$ cat config.mk
export PLATFORM = sky130hd
export DESIGN_NAME = store_write_buffer
export DESIGN_NICKNAME = d
export VERILOG_FILES = /design/src/rtl/store_write_buffer.sv
export SDC_FILE = /design/constraint.sdc
export NUM_CORES = 1
export LEC_CHECK = 0
export ABC_CLOCK_PERIOD_IN_PS = 7010
export CAP_MARGIN = 20
export CELL_PAD_IN_SITES_DETAIL_PLACEMENT = 2
export CELL_PAD_IN_SITES_GLOBAL_PLACEMENT = 2
export CORE_ASPECT_RATIO = 0.6
export CORE_MARGIN = 2
export CORE_UTILIZATION = 40
export CTS_CLUSTER_DIAMETER = 60
export DETAILED_ROUTE_END_ITERATION = 10
export MAX_ROUTING_LAYER = met4
export PLACE_DENSITY = 0.84
export SKIP_CTS_REPAIR_TIMING = 1
export SYNTH_ARGS = -nofsm -noshare
export SYNTH_HDL_FRONTEND = slang
export SYNTH_SLANG_ARGS = --single-unit
export TNS_END_PERCENT = 5
$ cat constraint.sdc
create_clock -name clk -period 7.01 [get_ports clk]
set_clock_uncertainty 0.15 [all_clocks]
set_input_delay 1.402 -clock clk [delete_from_list [all_inputs] [get_ports clk]]
set_output_delay 1.402 -clock clk [all_outputs]
set_load 0.01 [all_outputs]
$ cat src/rtl/store_write_buffer.sv
// Store write buffer: lane-aligns store data, builds byte enables and
// queues stores in a small FIFO drained to data memory by valid/ready.
module store_write_buffer #(
    parameter int DEPTH  = 4,
    parameter int ADDR_W = 32
) (
    input  logic                       clk,
    input  logic                       rst_n,
    input  logic                       st_valid,
    output logic                       st_ready,
    input  logic [ADDR_W-1:0]          st_addr,
    input  logic [31:0]                st_data,
    input  logic [2:0]                 st_funct3,
    output logic                       st_misalign,
    output logic                       mem_req,
    input  logic                       mem_ready,
    output logic [ADDR_W-1:0]          mem_addr,
    output logic [31:0]                mem_wdata,
    output logic [3:0]                 mem_be,
    input  logic [ADDR_W-1:0]          ld_addr,
    output logic                       ld_hit,
    output logic [$clog2(DEPTH+1)-1:0] count,
    output logic                       empty
);
    localparam int PW = $clog2(DEPTH);
    localparam int CW = $clog2(DEPTH+1);

    logic [ADDR_W-3:0] addr_q [DEPTH];
    logic [31:0]       data_q [DEPTH];
    logic [3:0]        be_q   [DEPTH];
    logic [DEPTH-1:0]  vld_q;
    logic [PW-1:0]     wr_q, wr_d, rd_q, rd_d;
    logic [CW-1:0]     cnt_q, cnt_d;
    logic              mis_q, mis_d;

    logic              legal;
    logic [3:0]        be_n;
    logic [31:0]       wd_n;
    logic              full, push, pop;
    logic              unused_ld;

    assign unused_ld = ^ld_addr[1:0];

    always_comb begin
        legal = 1'b0;
        be_n  = 4'b0000;
        wd_n  = 32'h0;
        case (st_funct3)
            3'b000: begin
                legal = 1'b1;
                be_n  = 4'b0001 << st_addr[1:0];
                wd_n  = {4{st_data[7:0]}};
            end
            3'b001: begin
                legal = ~st_addr[0];
                be_n  = 4'b0011 << st_addr[1:0];
                wd_n  = {2{st_data[15:0]}};
            end
            3'b010: begin
                legal = (st_addr[1:0] == 2'b00);
                be_n  = 4'b1111;
                wd_n  = st_data;
            end
            default: legal = 1'b0;
        endcase
    end

    // Full is judged on registered count, so a same-cycle pop never frees a slot.
    assign full     = (cnt_q == CW'(DEPTH));
    assign empty    = (cnt_q == '0);
    assign st_ready = ~full;
    assign push     = st_valid & st_ready & legal;
    assign pop      = ~empty & mem_ready;
    assign mis_d    = st_valid & st_ready & ~legal;

    always_comb begin
        wr_d  = push ? wr_q + PW'(1) : wr_q;
        rd_d  = pop  ? rd_q + PW'(1) : rd_q;
        cnt_d = cnt_q;
        if (push && !pop)
            cnt_d = cnt_q + CW'(1);
        else if (pop && !push)
            cnt_d = cnt_q - CW'(1);
    end

    always_ff @(posedge clk or negedge rst_n) begin
        if (!rst_n) begin
            wr_q  <= '0;
            rd_q  <= '0;
            cnt_q <= '0;
            mis_q <= 1'b0;
            vld_q <= '0;
            for (int i = 0; i < DEPTH; i++) begin
                addr_q[i] <= '0;
                data_q[i] <= '0;
                be_q[i]   <= '0;
            end
        end else begin
            wr_q  <= wr_d;
            rd_q  <= rd_d;
            cnt_q <= cnt_d;
            mis_q <= mis_d;
            if (pop)
                vld_q[rd_q] <= 1'b0;
            if (push) begin
                vld_q[wr_q]  <= 1'b1;
                addr_q[wr_q] <= st_addr[ADDR_W-1:2];
                data_q[wr_q] <= wd_n;
                be_q[wr_q]   <= be_n;
            end
        end
    end

    always_comb begin
        ld_hit = 1'b0;
        for (int i = 0; i < DEPTH; i++)
            if (vld_q[i] && addr_q[i] == ld_addr[ADDR_W-1:2])
                ld_hit = 1'b1;
    end

    assign st_misalign = mis_q;
    assign mem_req     = ~empty;
    assign mem_addr    = {addr_q[rd_q], 2'b00};
    assign mem_wdata   = data_q[rd_q];
    assign mem_be      = be_q[rd_q];
    assign count       = cnt_q;
endmodule

### Word-level counts from Yosys, hierarchy flattened

Cells that the tools add are included.

* bits in registers: 276
* bits in latches: 0
* RAM bits: 0
* memory bits (read-only): 0
* input bits: 103
* output and inout port bits: 76
* memories: 0

* add/subtract/negate cells: 4
* $mul: 0
* div/mod/pow operators: 0
* magnitude comparators: 7
* equality and inequality tests: 7
* shifts and indexed selects: 2
* mux-type cells: 33
* bitwise logic cells: 13
* reductions and logical operators: 15

Operators with widths (count)
* $bwmux 128: 1
* $bwmux 120: 1
* $eq 30x30->1: 4
* $mux 32: 3
* $pmux 32 s3: 1
* $mux 30: 3
* $bmux 32 s2: 1
* $demux 32 s2: 1
* $bmux 30 s2: 1
* $demux 30 s2: 1
* $mux 4: 5
* $bwmux 16: 1
* $pmux 4 s3: 1
* $logic_and 1x1->1: 9
* $bmux 4 s2: 1
* $demux 4 s2: 1
* $ge 3x3->1 const B: 2
* $logic_not 3->1: 2
* $lt 2x3->1 const B: 2
* $mux 1: 6
* $mux 3: 2
* $not 2->3: 2
* $add 2x1->2 const B: 2
* $and 1x1->1: 4
* 18 further kinds: 24

### Logic depth before layout (Yosys ltp)

* word-level depth: 9
* gate-level depth with buffers: 9
* depth with buffers taken out: 9

### Least setup slack after synthesis

No wires, ideal clock.

* kind: input -> output
* from: input ld_addr[7]
* to: output ld_hit
* data arrival time: 2.344 ns
* required time: 5.458 ns
* setup slack: 3.114 ns
* stages on the path: 6
* path buffers: 1
* cell sequence: clkbuf_1 xnor2_1 nand4_1 nor4_1 nand4_1 nand4_1

* cells in the longest elaborated chain, start to end: 6

Ends and longest elaborated chain
* start, declared: line 20 `input logic [ADDR_W-1:0] ld_addr,`
* $eq 30x30->1: line 117 `if (vld_q[i] && addr_q[i] == ld_addr[ADDR_W-1:2])`
* $logic_and 1x1->1: line 117
* $mux 1 (3 in series): line 117
* $mux 1 *: line 117
* end, declared: line 21 `output logic ld_hit,`

Every way passes the cells marked *; elsewhere a longest branch is shown, timed or not.

### Final worst setup path

* from: input ld_addr[9]
* to: output ld_hit

The elaborated chain is that of the path after synthesis.

==> key figures <==
Timing
  • Final setup violation count: 0
  • Hold Violations, Final: 0
  • Final setup TNS: 0 ns
  • Slew Viols, Final: 0
  • RSZ-0062 raised after global routing: no
  • Worst slew pin tran: 0.964 ns
  • Minimum clock period: roughly 5.6 ns
  • Final worst-path cycle share: roughly 80%
  • Rel. slew slack: a little over a third
  • FMAX: between 150 and 200 MHz

Status
  • Status: complete, no violations

Global route
  • Grt total ovfl: 0
  • Total GRT Usage: 25.5%
  • First-pass GRT wire length: ~67000 um
  • Vias in the first global route: between 9000 and 10000
  • Largest net degree at the start of global routing: ~170
  • Initial antenna violation count: 1

Route
  • Via/cell ratio: approximately 5.5
  • Drt total wl: ~44000 um
  • DR vias: slightly below 9000
  • DR iter-0 viols: 429
  • Pre-Repair DR Iteration Count: 4
  • Drt wl/cell: 27.5 um
  • Post-route DRC: 0
  • Routed Antenna Nets: 0

Synthesis
  • Sequential fraction of the synthesis area: about 50%
  • Post-Synthesis Cells: between 900 and 1000
  • Share of the synthesized area in the top cell type: between 40% and 50%
  • Syn Std Cell Area: between 10000 and 15000 um2
  • Synthesis Warnings: 0
  • Synth cell types: 29
  • Top cells by area, synth: dfrtp_1, mux2_2, mux4_2
  • Cell taking the most area after synthesis: dfrtp_1
  • Synthesized area per cell: ~14 um2
  • FF+latch count, synth: ~280

Floorplan
  • Die width: approximately 240 um
  • Core Footprint: roughly 34000 um2
  • Starting density of the core: between 40 and 50%
  • Die Outline Area: 36200 um2
  • Die span in y: about 150 um
  • I/O Pins: 179
  • Site Rows: 52

Critical path
  • Worst r2r src: count[1]
  • Startpoint Class: input pin
  • CP Capture Type: output port
  • Max FO, Critical Path: 4
  • R2r endpoint: data_q[10]
  • Worst Path Arrival: approximately 4 ns
  • Reg2reg path depth: 6
  • Register-to-register setup slack: ~3.8 ns
  • CP startpoint: ld_addr[9]
  • End of the critical path: ld_hit
  • Worst Path Required: roughly 5.5 ns
  • Crit Path Category: in -> out

Clock network
  • Clk buf depth: 3
  • Cts bufs inserted: 29
  • Worst skew pair latency: ~0.55 ns
  • H-Tree Level Count: 1
  • Sink Count: about 280
  • Clk root buf: clkbuf_16
  • CTS tree: built
  • Worst-path clk slew: around 0.06 ns

Pwr
  • PD cells: roughly 460 nW/um2
  • Leak: 7.36 nW
  • Peak supply drop: 0.231 mV

Layout
  • Nets: between 1000 and 1500
  • Share of layout cells above drive strength 1: 35.3%
  • Layout Area Growth over Synthesis: 22.0%
  • Cell Count, Final, Fillers Out: 1602

Place
  • Placed insts: 1551
  • RD Place Congestion: between 0.8 and 0.9
  • Dpl hpwl: just over 30000 um
  • PortBufs: about 170

Job
  • Max-cap violations: 0

Worst hold path
  • Worst min path class: reg -> reg
## stage by stage
stage	area (um2)	worst slack (ns)	utilization [%]	hold WS, ns	power, mW
finish	16900	1.40	49.9	0.356	7.80
CTS	16900	1.49	49.9	0.357	7.87
detailed placement	16000	1.50	47.1	0.342	6.23
global placement	16000	1.54	47.1	0.316	6.04
floorplan	13900	3.11	-	0.294	4.69
global route	16900	1.31	49.9	0.370	8.21
## cell usage after synthesis (all sizes together)
cell type  number
nand2          40
ha              9
a22oi           8
or3b            1
a21oi          19
nor3            3
conb            1
mux4           66
fa              1
xnor2          79
buf            44
nand4          25
mux2          274
a21boi          1
nor4           16
nor2           17
dfrtp         276
inv             7
o21a            1
nand3           4
or3             1
and2            8
mux2i           1
clkbuf         25
xor2           46
o21ai           2
## flip-flops by register name (all words and copies together), names as in the netlist
signal       cells
addr_q         120
be_q            16
count            3
data_q         128
rd_q             2
st_misalign      1
vld_q            4
wr_q             2
## worst min-delay path by stage
stage / from / depth (start not counted) / slack, ns / endpoint
after floorplan: vld_q[0] / 2 / 0.29 / vld_q[0]
after global placement: vld_q[3] / 2 / 0.32 / vld_q[3]
after detailed placement: data_q[5] / 1 / 0.34 / data_q[5]
after CTS: data_q[45] / 1 / 0.36 / data_q[45]
after global routing: data_q[116] / 1 / 0.37 / data_q[116]
final: data_q[79] / 1 / 0.36 / data_q[79]
## power breakdown
| group | internal (mW) | switching (mW) | total, mW |
|---|---|---|---|
| clock network | 0.901 | 0.664 | 1.57 |
| registers | 2.32 | 0.676 | 3.00 |
| logic | 1.89 | 1.34 | 3.24 |
| total | 5.12 | 2.68 | 7.80 |
## final cells by class
| class | count | area [um2] |
|---|---|---|
| Inverter | 7 | 26.3 |
| Clock inverter | 11 | 146 |
| Tap cell | 459 | 574 |
| Antenna cell | 1 | 2.50 |
| Timing Repair Buffer | 185 | 1840 |
| Sequential cell | 276 | 6910 |
| Multi-Input combinational cell | 624 | 6610 |
| Clock buffer | 39 | 793 |
| Fill cell | 3165 | 17000 |
## critical path: stages
cell and delay (ns):
clkdlybuf4s50_1 0.54, xnor2_1 0.41, nand4_1 0.16, nor4_1 0.60, nand4_1 0.22, nand4_1 0.18, clkdlybuf4s50_1 0.55
## routing by layer
| layer | vias up | track usage, % | part of all wire (%) |
|---|---|---|---|
| li1 | 3837 | - | - |
| met1 | 4791 | 36.4 | 46 |
| met2 | 202 | 37.4 | 45 |
| met3 | 46 | 6.50 | 7.0 |
| met4 | 0 | 4.30 | 1.6 |
| met5 | - | - | 0 |
## placed cells by master (no fill, tap or decap), types with 3 or more instances in the layout
cell type        instances
nand3_1                  4
xnor2_1                 79
clkbuf_1                 7
bufinv_16                3
inv_1                    7
and2_1                   8
ha_1                     9
buf_4                   10
clkbuf_8                 3
clkinvlp_4               5
dfrtp_1                274
mux2_2                 274
clkdlybuf4s50_1        173
clkbuf_16               29
xor2_1                  46
nand2_1                 36
a21oi_1                 19
nor2_1                  17
nor4_1                  16
mux4_2                  66
nand2_4                  4
nand4_1                 25
a22oi_1                  8
## cell families after synthesis
logic type | count (synthesis) | synth area share (%)
xor+xnor | 125 | 7.90
mux | 341 | 33.1
compound gates | 31 | 1.30
buf+inv | 76 | 2.73
fa+ha+maj | 10 | 0.957
simple gates | 115 | 4.20
flops | 276 | 49.8
other cells | 1 | 0.0271
Note: power is estimated with default switching activity, not from simulation.
